==> src/rtl/bl_wl_config_loader.sv <==
// bl_wl_config_loader: streams DATA_W-bit words into an NUM_BL-bit shadow
// frame, then writes each frame into the tiles by pulsing one wl bit while bl
// is held. Optional abort support is enabled with `define CFG_ABORT_EN.
module bl_wl_config_loader #(
  parameter int NUM_BL   = 160,
  parameter int NUM_WL   = 160,
  parameter int DATA_W   = 8,
  parameter int WL_PULSE = 2
) (
  input  logic              prog_clk,
  input  logic              prog_reset_n,
  input  logic              cfg_start,
  input  logic [DATA_W-1:0] cfg_data,
  input  logic              cfg_valid,
`ifdef CFG_ABORT_EN
  input  logic              cfg_abort,
`endif
  output logic              cfg_ready,
  output logic [0:NUM_BL-1] bl,
  output logic [0:NUM_WL-1] wl,
  output logic              cfg_busy,
  output logic              cfg_done,
  output logic              cfg_err
);

  localparam int WORDS = (NUM_BL + DATA_W - 1) / DATA_W;
  localparam int FW    = (NUM_WL   > 1) ? $clog2(NUM_WL)   : 1;
  localparam int WW    = (WORDS    > 1) ? $clog2(WORDS)    : 1;
  localparam int PW    = (WL_PULSE > 1) ? $clog2(WL_PULSE) : 1;

  typedef enum logic [2:0] {
    S_IDLE,
    S_LOAD,
    S_WRITE,
    S_HOLD,
    S_DONE
  } state_t;

  state_t            state_q, state_d;
  logic [FW-1:0]     frame_q, frame_d;
  logic [WW-1:0]     word_q, word_d;
  logic [PW-1:0]     pulse_q, pulse_d;
  logic [0:NUM_BL-1] shadow_q, shadow_d;
  logic [0:NUM_BL-1] bl_q, bl_d;
  logic [0:NUM_WL-1] wl_q, wl_d;
`ifdef CFG_ABORT_EN
  logic              err_q, err_d;
`endif

  // State, counters, shadow frame and registered bus outputs
  always_ff @(posedge prog_clk) begin
    if (!prog_reset_n) begin
      state_q  <= S_IDLE;
      frame_q  <= '0;
      word_q   <= '0;
      pulse_q  <= '0;
      shadow_q <= '0;
      bl_q     <= '0;
      wl_q     <= '0;
`ifdef CFG_ABORT_EN
      err_q    <= 1'b0;
`endif
    end else begin
      state_q  <= state_d;
      frame_q  <= frame_d;
      word_q   <= word_d;
      pulse_q  <= pulse_d;
      shadow_q <= shadow_d;
      bl_q     <= bl_d;
      wl_q     <= wl_d;
`ifdef CFG_ABORT_EN
      err_q    <= err_d;
`endif
    end
  end

  // Next-state logic: word capture, pulse timing and frame sequencing
  always_comb begin
    state_d  = state_q;
    frame_d  = frame_q;
    word_d   = word_q;
    pulse_d  = pulse_q;
    shadow_d = shadow_q;
`ifdef CFG_ABORT_EN
    err_d    = err_q;
`endif
    unique case (state_q)
      S_IDLE, S_DONE: begin
        if (cfg_start) begin
          state_d  = S_LOAD;
          frame_d  = '0;
          word_d   = '0;
          shadow_d = '0;
`ifdef CFG_ABORT_EN
          err_d    = 1'b0;
`endif
        end
      end
      S_LOAD: begin
        if (cfg_valid) begin
          // Bits past NUM_BL in a partial last word are dropped here.
          for (int unsigned w = 0; w < WORDS; w++) begin
            for (int unsigned i = 0; i < DATA_W; i++) begin
              if ((w * DATA_W + i) < NUM_BL && word_q == WW'(w)) begin
                shadow_d[w * DATA_W + i] = cfg_data[i];
              end
            end
          end
          if (word_q == WW'(WORDS - 1)) begin
            state_d = S_WRITE;
            pulse_d = '0;
          end else begin
            word_d = word_q + 1'b1;
          end
        end
      end
      S_WRITE: begin
        if (pulse_q == PW'(WL_PULSE - 1)) begin
          state_d = S_HOLD;
        end else begin
          pulse_d = pulse_q + 1'b1;
        end
      end
      S_HOLD: begin
        if (frame_q == FW'(NUM_WL - 1)) begin
          state_d = S_DONE;
        end else begin
          state_d  = S_LOAD;
          frame_d  = frame_q + 1'b1;
          word_d   = '0;
          shadow_d = '0;
        end
      end
      default: state_d = S_IDLE;
    endcase
`ifdef CFG_ABORT_EN
    if (cfg_abort && (state_q == S_LOAD || state_q == S_WRITE || state_q == S_HOLD)) begin
      state_d = S_IDLE;
      err_d   = 1'b1;
    end
`endif
  end

  // Output logic: bus values are computed from the next state so that the
  // registered bl/wl line up exactly with the WRITE/HOLD states
  always_comb begin
    bl_d = '0;
    wl_d = '0;
    if (state_d == S_WRITE || state_d == S_HOLD) begin
      bl_d = shadow_d;
    end
    if (state_d == S_WRITE) begin
      wl_d[frame_d] = 1'b1;
    end
    cfg_ready = (state_q == S_LOAD);
    cfg_busy  = (state_q == S_LOAD) || (state_q == S_WRITE) || (state_q == S_HOLD);
    cfg_done  = (state_q == S_DONE);
  end

  assign bl = bl_q;
  assign wl = wl_q;
`ifdef CFG_ABORT_EN
  assign cfg_err = err_q;
`else
  assign cfg_err = 1'b0;
`endif

endmodule

==> config.mk <==
export PLATFORM = sky130hd
export DESIGN_NAME = bl_wl_config_loader
export DESIGN_NICKNAME = d
export VERILOG_FILES = /design/src/rtl/bl_wl_config_loader.sv
export SDC_FILE = /design/constraint.sdc
export NUM_CORES = 1
export LEC_CHECK = 0
export ABC_AREA = 1
export CAP_MARGIN = 5
export CELL_PAD_IN_SITES_DETAIL_PLACEMENT = 1
export CELL_PAD_IN_SITES_GLOBAL_PLACEMENT = 2
export CORE_ASPECT_RATIO = 1.75
export CORE_MARGIN = 10
export CORE_UTILIZATION = 27
export DETAILED_ROUTE_END_ITERATION = 8
export PLACE_DENSITY = 0.81
export REMOVE_ABC_BUFFERS = 1
export SYNTH_ARGS = -nofsm -noshare
export SYNTH_HDL_FRONTEND = slang
export SYNTH_SLANG_ARGS = --single-unit
==> constraint.sdc <==
create_clock -name prog_clk -period 1.8 [get_ports prog_clk]
set_input_delay 0.36 -clock prog_clk [delete_from_list [all_inputs] [get_ports prog_clk]]
set_output_delay 0.36 -clock prog_clk [all_outputs]
set_load 0.03 [all_outputs]
==> reports/metrics.cfg <==
[worst_setup_path]
end_kind=register
path_max_fanout=8
cp_num_buf_inv=4
critPathSlowestCell=dfxtp_4
critical_path_arrival_ps=2680
crit_type=reg -> reg
critical_path.top_delay_family=simple AND/OR/NAND/NOR gates
crit_path_start_kind=register
r2r.worst_path.cells=15
r2r_setup_slack_ps=-370
worst-path-stages=15
cp_cell_sequence=ha_4, nand2_4, nor2_4, buf_6, nand2_4, nand2_4, nand2_2, nand2_2, o21ai_2, buf_4, nor2_4, buf_6, nand2_8, buf_16, nor2_4
worstReg2RegStart=frame_q[0]
cp_slowest_stage_delay_ps=370
r2r-end=wl[26]
cp.required_ps=2310

[grt]
track_usage=0.1858
grt_pass1_vias=15528
grt_max_degree=65
grt.busiest_layer=met2
grt_use_met2=0.3594
overflow=0
grt_pass1_wl_mm=97.16
grt_util_met3=0.04846
use_met1=0.1785
antenna_found_initial=1

[routing]
drtPass1Iterations=4
vias=14151
antenna_left=0
drt-wirelength-per-cell_um=21.75
viasPerCell=4.451
wirelength_mm=69.13
first_iter_violations=399
drc=0

[timing]
skew_ps=18.06
period_needed_ps=2175
fin_ws_ps=-374.6
setup_viol=479
drv_slew=0
rsz0062_at_grt=yes
max_freq_mhz=459.9
finalCritPeriodShare=1.208
finalHoldViolCount=0

[finish]
fin_cells=3179
fin_nets=2391
final_cell_mix=489 x dfxtp_1, 328 x nor2_1, 314 x dlygate4sd2_1, 278 x inv_1, 152 x nor2_4
final_cell_area_mm2=0.02702
area_delta_synth_final_pct=73.23
drive_above_1_share=0.3243
layout_commonest_cell=dfxtp_1

[place]
dp_hpwl_mm=39.90
postPlaceCellArea_mm2=0.02125
io_buffers=334
pre_cts_ws_ps=-506.5
gp_congestion=0.7920
dp.cells=2992

[logic_synthesis]
synth_cells=1795
ys_top_cells_by_area=dfxtp_1 64%, nor2_1 12%, inv_1 7.7%, o22ai_1 5.5%, nand2_1 2.4%
synth_seq_cells=497
yosys.area.top_type=dfxtp_1
ys.warnings.count=0
synth_area_mm2=0.01560
synth_top_area_frac=0.6378
yosysSeqAreaShare=0.6378
syn_area_per_cell_um2=8.690
synthDistinctLibCells=30

[cts]
hold_buffers=0
cts_buffer_depth=3
clock-root-buffer=clkbuf_16
cts_made_buffers=47
clkLatencyLatePin_ps=580
cts.sinks=497
tritoncts=yes
clkTransAtPathRegs_ps=80
h-tree-depth=2

[pwr]
cellLeakagePower_nw=10.96
ir_drop_mv=0.8140
powerDensity_mw_per_mm2=827.9

[floorplanning]
die_y_um=338.0
top_level_ports=336
core_mm2=0.05718
die_w_um=201.7
die_area_mm2=0.06817
rows=116
start_util=0.2728

[outcome]
failed_checks=negative setup slack
run_status=finished, violations left

[worst_hold_path]
min_path_type=reg -> reg
hold_depth=2
worstHoldStart=pulse_q
whs_endpoint=pulse_q

[flow_run]
drv_cap=0

-- final cells by class --
| cell class | instances | area, um2 |
|---|---|---|
| timing repair buffer | 579 | 6198 |
| clock inverter | 26 | 239.0 |
| clock buffer | 61 | 1300 |
| antenna | 1 | 2.502 |
| tap | 767 | 959.7 |
| multi-input combinational | 912 | 7067 |
| sequential | 497 | 9970 |
| inverter | 336 | 1286 |
| fill | 6325 | 30160 |
-- per-stage QoR --
step | utilization | hold WS, ps | power [mW] | TNS [ps]
2_1_floorplan | - | 441.1 | 11.60 | -1048760
3_3_place_gp | 0.3715 | 447.2 | 12.13 | -168470
4_1_cts | 0.4510 | 469.6 | 22.47 | -53820
3_5_place_dp | 0.3715 | 458.2 | 12.15 | -186120
5_1_grt | 0.4725 | 491.1 | 23.12 | -133610
6_report | 0.4725 | 475.6 | 22.37 | -95720
-- where the power goes --
part	leakage, nW	total (mW)	internal [mW]	switching (mW)
logic	6.20	1.27	0.540	0.733
clock network	0.750	10.1	5.46	4.63
registers	4.01	11.0	11.0	0.00913
-- worst max-delay path by stage --
stage / start / to / slack [ps]
after floorplan: state_q[2] / wl[153] / -2870
final: frame_q[0] / wl[26] / -370
after global routing: frame_q[0] / wl[5] / -420
after detailed placement: cfg_valid / bl[89] / -510
after CTS: frame_q[1] / wl[98] / -250
after global placement: cfg_valid / wl[27] / -480
-- worst min-delay path, stage by stage (launching register included) --
cell     delay (ps)
dfxtp_1         310
nand2_1          70
a21oi_1          50
-- cell usage after synthesis --
| library cell | count |
|---|---|
| o21bai_1 | 1 |
| a21oi_1 | 17 |
| dfxtp_1 | 497 |
| nor2_2 | 14 |
| o22ai_1 | 136 |
| nor3_1 | 1 |
| nand2_1 | 98 |
| o21ai_0 | 9 |
| o21ai_1 | 2 |
| inv_1 | 321 |
| nor2_1 | 511 |
| nand3_1 | 43 |
| buf_2 | 12 |
| nor2_4 | 1 |
| xor2_1 | 2 |
| clkinv_1 | 7 |
| inv_2 | 8 |
| nand3_2 | 4 |
| buf_4 | 2 |
| ha_1 | 6 |
| a31oi_1 | 1 |
| conb_1 | 1 |
| a21oi_2 | 15 |
| nand4_1 | 6 |
| buf_1 | 1 |
| clkbuf_1 | 48 |
| o21ai_2 | 1 |
| nand2_2 | 16 |
| a22oi_1 | 13 |
| o211ai_1 | 1 |
-- timing repair --
action / 4_1_cts / 5_1_grt
cloned: 27 / 2
buffers inserted: 68 / 24
pin swaps: 191 / 80
gates resized for setup: 857 / 260
endpoints found under the setup margin: 802 / 486
-- logic make-up after synthesis --
kind of cell	synth area share
flip-flops	0.6378
AND/OR/NAND/NOR	0.1784
buffers and inverters	0.09746
other	0.0002404
AO/OA/AOI/OAI	0.08013
adder cells (fa/ha/maj)	0.004813
XOR/XNOR	0.001123
-- state kept, by name, summed over array words and instances (netlist names) --
name      count
bl          160
frame_q       8
pulse_q       1
shadow_q    160
state_q       3
wl          160
word_q        5
-- routing by layer --
metal,wire (um),up-vias
met1,24540,6940
met2,37670,415
met4,3051,0
met3,3864,121
met5,0,-
li1,-,6675
Power figures use the tool's default switching activity.
